==> src/rtl/bcd_converter_pkg.sv <==
// Shared definitions for the binary-to-BCD sequencer: state encoding,
// digit geometry and the elaboration-time range check.
package bcd_converter_pkg;

  localparam int unsigned BCD_DIGIT_WIDTH = 4;
  localparam int unsigned RADIX           = 10;

  typedef enum logic [1:0] {
    ST_IDLE  = 2'd0,
    ST_ISSUE = 2'd1,
    ST_WAIT  = 2'd2,
    ST_DONE  = 2'd3
  } state_e;

  // True when DIGITS decimal digits can hold every N-bit unsigned value.
  function automatic bit digits_cover(input int unsigned n, input int unsigned d);
    logic [127:0] p10;
    logic [127:0] max_val;
    p10 = 128'd1;
    for (int unsigned i = 0; i < d; i++) begin
      p10 = p10 * 128'd10;
    end
    max_val = (128'd1 << n) - 128'd1;
    return p10 > max_val;
  endfunction

endpackage

==> src/rtl/bcd_converter.sv <==
// Binary-to-packed-BCD converter that drives an external divider with
// repeated division by 10; each remainder becomes one decimal digit.
//
// Ports:
//   i_clock, i_reset        clock, synchronous active-high reset
//   i_start, i_value        conversion request and N-bit unsigned value
//   o_busy                  conversion in progress (ISSUE/WAIT)
//   o_finished              level, result valid (DONE)
//   o_bcd, o_digits         packed BCD result (units in [3:0]), digit count
//   o_div_start             one-cycle start pulse to the divider
//   o_div_dividend          current working value
//   o_div_divisor           constant 10
//   i_div_finished          divider result valid
//   i_div_quotient          divider quotient
//   i_div_remainder         divider remainder (< 10)
module bcd_converter
  import bcd_converter_pkg::*;
#(
  parameter int unsigned N      = 8,
  parameter int unsigned DIGITS = 3
) (
  input  logic                                i_clock,
  input  logic                                i_reset,
  input  logic                                i_start,
  input  logic [N-1:0]                        i_value,
  output logic                                o_busy,
  output logic                                o_finished,
  output logic [BCD_DIGIT_WIDTH*DIGITS-1:0]   o_bcd,
  output logic [$clog2(DIGITS+1)-1:0]         o_digits,
  output logic                                o_div_start,
  output logic [N-1:0]                        o_div_dividend,
  output logic [N-1:0]                        o_div_divisor,
  input  logic                                i_div_finished,
  input  logic [N-1:0]                        i_div_quotient,
  input  logic [N-1:0]                        i_div_remainder
);

  localparam int unsigned BCD_W = BCD_DIGIT_WIDTH * DIGITS;
  localparam int unsigned KW    = (DIGITS > 1) ? $clog2(DIGITS) : 1;
  localparam int unsigned DW    = $clog2(DIGITS + 1);

  // Reject parameter sets whose digit count could overflow.
  if (N < 4 || !digits_cover(N, DIGITS)) begin : g_bad_params
    $error("bcd_converter: DIGITS too small for N, or N < 4");
  end

  state_e             r_state;
  logic               r_busy;
  logic               r_finished;
  logic               r_div_start;
  logic [N-1:0]       r_work;
  logic [BCD_W-1:0]   r_bcd;
  logic [DW-1:0]      r_digits;
  logic [KW-1:0]      r_k;

  state_e             w_state;
  logic               w_busy;
  logic               w_finished;
  logic               w_div_start;
  logic [N-1:0]       w_work;
  logic [BCD_W-1:0]   w_bcd;
  logic [DW-1:0]      w_digits;
  logic [KW-1:0]      w_k;

  // Only the low nibble of the remainder carries a digit.
  logic w_unused_rem;
  assign w_unused_rem = ^i_div_remainder;

  // Next-state and next-register values.
  always_comb begin
    w_state     = r_state;
    w_work      = r_work;
    w_bcd       = r_bcd;
    w_digits    = r_digits;
    w_k         = r_k;
    w_busy      = 1'b0;
    w_finished  = 1'b0;
    w_div_start = 1'b0;

    unique case (r_state)
      ST_IDLE, ST_DONE: begin
        if (i_start) begin
          w_work  = i_value;
          w_bcd   = '0;
          w_k     = '0;
          w_state = ST_ISSUE;
        end
      end
      ST_ISSUE: begin
        w_state = ST_WAIT;
      end
      ST_WAIT: begin
        if (i_div_finished) begin
          for (int unsigned i = 0; i < DIGITS; i++) begin
            if (r_k == KW'(i)) begin
              w_bcd[i*BCD_DIGIT_WIDTH +: BCD_DIGIT_WIDTH] =
                i_div_remainder[BCD_DIGIT_WIDTH-1:0];
            end
          end
          w_work = i_div_quotient;
          if (i_div_quotient == '0) begin
            w_digits = DW'(r_k) + DW'(1);
            w_state  = ST_DONE;
          end else begin
            w_k     = r_k + KW'(1);
            w_state = ST_ISSUE;
          end
        end
      end
      default: begin
        w_state = ST_IDLE;
      end
    endcase

    // Status outputs are registered versions of the upcoming state.
    w_div_start = (w_state == ST_ISSUE);
    w_busy      = (w_state == ST_ISSUE) || (w_state == ST_WAIT);
    w_finished  = (w_state == ST_DONE);
  end

  // State and datapath registers.
  always_ff @(posedge i_clock) begin
    if (i_reset) begin
      r_state     <= ST_IDLE;
      r_busy      <= 1'b0;
      r_finished  <= 1'b0;
      r_div_start <= 1'b0;
      r_work      <= '0;
      r_bcd       <= '0;
      r_digits    <= '0;
      r_k         <= '0;
    end else begin
      r_state     <= w_state;
      r_busy      <= w_busy;
      r_finished  <= w_finished;
      r_div_start <= w_div_start;
      r_work      <= w_work;
      r_bcd       <= w_bcd;
      r_digits    <= w_digits;
      r_k         <= w_k;
    end
  end

  assign o_busy         = r_busy;
  assign o_finished     = r_finished;
  assign o_bcd          = r_bcd;
  assign o_digits       = r_digits;
  assign o_div_start    = r_div_start;
  assign o_div_dividend = r_work;
  assign o_div_divisor  = N'(RADIX);

endmodule
==> config.mk <==
export PLATFORM = sky130hd
export DESIGN_NAME = bcd_converter
export DESIGN_NICKNAME = d
export VERILOG_FILES = /design/src/rtl/bcd_converter_pkg.sv /design/src/rtl/bcd_converter.sv
export SDC_FILE = /design/constraint.sdc
export NUM_CORES = 1
export LEC_CHECK = 0
export CORE_MARGIN = 3
export CORE_UTILIZATION = 40
export DETAILED_ROUTE_END_ITERATION = 16
export HOLD_SLACK_MARGIN = 0.08
export PLACE_DENSITY = 0.76
export SLEW_MARGIN = 5
export SYNTH_ARGS = -nofsm -noshare
export SYNTH_HDL_FRONTEND = slang
export SYNTH_SLANG_ARGS = --single-unit
==> constraint.sdc <==
create_clock -name i_clock -period 4.6 [get_ports i_clock]
set_input_delay 0.46 -clock i_clock [delete_from_list [all_inputs] [get_ports i_clock]]
set_output_delay 0.46 -clock i_clock [all_outputs]
set_load 0.01 [all_outputs]
# [Word level (Yosys, flattened, before mapping)]
# Cells that the tools add are included.
[totals] input_bits=28 output_inout_bits=33 reg_bits=29 wordCells=54
[op_classes] n_addsub=1 reduce_logical=12 eq_ne=14 muxes=17
[ops] operator="12-bit two-way mux" count=2
[ops] operator="12-bit case mux with 2 select lines" count=1
[ops] operator="8-bit two-way mux" count=2
[ops] operator="8-bit case mux with 2 select lines" count=1
[ops] operator="4-bit AND reduction" count=4
[ops] operator="2-bit two-way mux" count=6
[ops] operator="4-bit two-way mux" count=3
[ops] operator="2-bit != test, second input constant" count=6
[ops] operator="2-bit == test, second input constant" count=5
[ops] operator="8-bit logical NOT" count=1
[ops] operator="2-bit by 1-bit == test with 1-bit output, second input constant" count=3
[ops] operator="2-bit case mux with 3 select lines" count=1
[ops] operator="3-bit AND reduction" count=2
[ops] operator="2-bit logical NOT" count=2
[ops] operator="2-bit case mux with 2 select lines" count=1
[ops] operator="2-bit by 1-bit adder with 2-bit output, second input constant" count=1
[ops] operator="2-bit nonzero test" count=1
[ops] operator="2-bit OR reduction" count=1
[ops] operator="1-bit logical OR" count=1

# [Depth between registers and ports, before layout]
[depth] ltp_word=6 ltp_mapped=9 depth_no_buf=8

# [Worst setup path after synthesis]
# No wires, ideal clock.
[synth_timing] kind="reg2reg" from="register r_state[0]" to="register r_k[1]" setup_ps=87 path_slack_ps=2795 n_path_buf=2 t_arrival_ps=1718 path_stages_with_launch=9 t_required_ps=4513 period_less_slack_ps=1805 path_cell_list="dfxtp_1 > inv_1 > ha_1 > mux2_4 > and2_1 > clkbuf_2 > buf_6 > a211o_1 > o31ai_1"
[synth_via] elab_chain_cells=4 elab_cells_between_ends=10 classes_between="eq/ne (5); mux (1); reduce/logical (4)"
[synth_rtl] item="start, declared" line="bcd_converter.sv:47" source="state_e r_state;"
[synth_rtl] item="start signal, assigned" line="bcd_converter.sv:133" source="r_state <= w_state;"
[synth_rtl] item="2-bit == test or 2-bit logical NOT (tied branches)" line="bcd_converter.sv:80" source="unique case (r_state)"
[synth_rtl] item="2-bit OR reduction" line="bcd_converter.sv:80"
[synth_rtl] item="2-bit != test (no line) or 2-bit nonzero test (tied branches)"
[synth_rtl] item="4-bit AND reduction (no line)"
[synth_rtl] item="end signal, assigned" line="bcd_converter.sv:140" source="r_k <= w_k;"
[synth_rtl] item="end, declared" line="bcd_converter.sv:54" source="logic [KW-1:0] r_k;"
# Parallel ways exist; a longest one is shown, timed or not.
# A chain may end at the register's enable or synchronous reset.

# [Worst setup path in the final report]
# Ends and elaborated chain as after synthesis.

==> impl_metrics.yaml <==
pwr:
  power.density_nw_per_um2: 453
  leakage_nw: 0.709
  irDropWorstVdd_mv: 0.261
  total_power_w: 0.000869
sta:
  setup_viol: 0
  rsz0062_at_grt: "no"
  tightestPinTransition_ns: 1.03
  min_period_over_period_pct: 50.5
  drv_slew: 0
  hold_ws_ns: 0.452
  finalClockSkew_ns: 0.00477
  fmax_ghz: 0.430
  tns_ns: 0
  final_hold_viol_count: 0
  min_period_ns: 2.32
  relSlewSlack_pct: 31.2
grt:
  grt_pass1_wl_um: 5050
  grt_max_degree: 32
  grt_remaining_overflow: 0
  grt_use_total_pct: 15.4
  grt_antenna_before_repair: 0
  grt_pass1_vias: 1135
setup_path:
  critPathLaunchType: "flip-flop"
  path_class: "flip-flop to flip-flop"
  cp-end-kind: "flip-flop"
  cp_max_fo: 31
  cp.arrival_ns: 2.55
  required_ns: 4.82
logic_synthesis:
  syn_avg_cell_area_um2: 8.85
  netlist_area_um2: 1400
  yosysSeqAreaShare_pct: 41.5
  synth_cell_type_count: 31
  yosys_warnings: 0
  ys_ff_latch: 29
  synthCells: 158
floorplan:
  fp-row-count: 20
  boundaryPins: 61
  die_area_um2: 4240
  die_y_um: 65.1
  fp.dieW_um: 65.1
  coreArea_um2: 3200
  start_util_pct: 43.6
layout:
  final_cells: 247
  syn_to_final_growth_pct: 37.3
  fin_nets: 236
  antenna_cells: 0
  layout-drive-gt1-share_pct: 5.91
  layout_commonest_cell: "clkdlybuf4s50_1"
  final_cell_mix: "clkdlybuf4s50_1, dfxtp_1, nor2_1, nand2_1"
cts:
  cts_root_buffer: "clkbuf_4"
  cts_setup_buffers: 0
  cts_resized: 0
  cts_tree: "built"
  h-tree-depth: 2
  clock_latency_ns: 0.32
  clk_path_buf_depth: 2
  hold_buffers: 0
  cts.sinks: 29
  cts_inserted_buffers: 5
  path_clk_slew_ns: 0.09
outcome:
  status: "completed"
route:
  wl_um: 3060
  routed-via-count: 1227
  route.detailed.drc: 0
  drtAntennaViolNets: 0
  wl_per_cell_um: 12.4
  drt_iter0_markers: 60
  drt-vias-per-instance: 4.97
  dr.pass1.iters: 5
place:
  dp_cells: 239
  hpwl_um: 2310
  place.port_buffers: 48
  gp_congestion: 0.812
worst_hold_path:
  hold_class: "flip-flop to flip-flop"
flow_run:
  cap_violations: 0
[logic make-up after synthesis]
logic type / share of synthesized area (%)
AOI/OAI and AO/OA: 12.4
adders and majority gates: 5.37
buffers and inverters: 10.0
DFF: 41.5
muxes: 8.24
other: 0.537
and+or+nand+nor: 21.9
[synthesized netlist by cell type]
master    number  share of area (%)
a211o_1        2                1.3
a211oi_1       8                4.3
a21boi_0       1               0.54
a21oi_1       12                4.3
and2_1         2               0.90
buf_1          1               0.27
buf_2          3                1.1
buf_4          9                4.8
buf_6          1               0.81
clkbuf_1       3               0.81
clkbuf_2       1               0.36
conb_1         2               0.54
dfxtp_1       29                 42
ha_1           6                5.4
inv_1          7                1.9
mux2_4         1                1.1
mux2i_1       10                7.2
nand2_1       14                3.8
nand2b_1       5                2.2
nand3_1        5                1.8
nand4_1       12                5.4
nand4_2        1               0.90
nor2_1        14                3.8
nor2b_1        2               0.90
nor3b_1        1               0.54
nor3b_4        1                1.3
nor4_1         1               0.45
o21ai_0        1               0.36
o221ai_1       1               0.63
o22ai_1        1               0.45
o31ai_1        1               0.54
[report_power, final]
part / switching [W] / leakage, nW / total (W) / internal, W
sequential: 0.0000238 / 0.236 / 0.000323 / 0.000300
clock: 0.0000820 / 0.0413 / 0.000170 / 0.0000884
combinational: 0.000205 / 0.431 / 0.000375 / 0.000170
[flip-flops by register name, summed over array words and instances, names as in the netlist]
register and flops:
o_bcd 12, o_div_start 1, r_k 2, o_finished 1, o_busy 1, o_digits 2, o_div_dividend 8, r_state 2
[worst paths after layout]
| check | startpoint | to | slack [ns] | cells after the start |
|---|---|---|---|---|
| worst max-delay path | r_state[0] | r_k[1] | 2.28 | 6 |
| worst min-delay path | o_bcd[5] | o_bcd[5] | 0.45 | 2 |
| worst max register to register | r_state[0] | r_k[1] | 2.28 | 6 |
| worst min register to register | o_bcd[5] | o_bcd[5] | 0.45 | 2 |
[through the flow]
step / instance area, um2 / worst slack, ns / util (%)
after global placement: 1850 / 2.16 / 57.7
after detailed placement: 1850 / 2.07 / 57.7
after floorplan: 1420 / 2.80 / -
final: 1920 / 2.28 / 59.9
after global routing: 1920 / 2.04 / 59.9
after CTS: 1920 / 2.26 / 59.9
[critical path, stage by stage, from the launching register on]
cell and delay [ns]:
dfxtp_1 0.36, inv_1 0.06, ha_1 0.36, nand2b_1 0.20, and2_1 0.83, nand2_1 0.16, o31ai_1 0.26
[cell type report]
type | instances | area [um2]
Sequential cell | 29 | 581
Fill cell | 320 | 1280
Tap cell | 44 | 55.1
Clock buffer | 7 | 65.1
Inverter | 7 | 26.3
Multi-Input combinational cell | 110 | 699
Timing Repair Buffer | 49 | 488
Clock inverter | 1 | 5.00
[per-layer routing]
layer / track usage (%) / share of wire (%)
met1: 17.6 / 44
met3: 5.98 / 6.8
met5: 0 / 0
met2: 26.7 / 48
met4: 4.66 / 1.0
No activity file was read; power rests on OpenSTA's default activity.
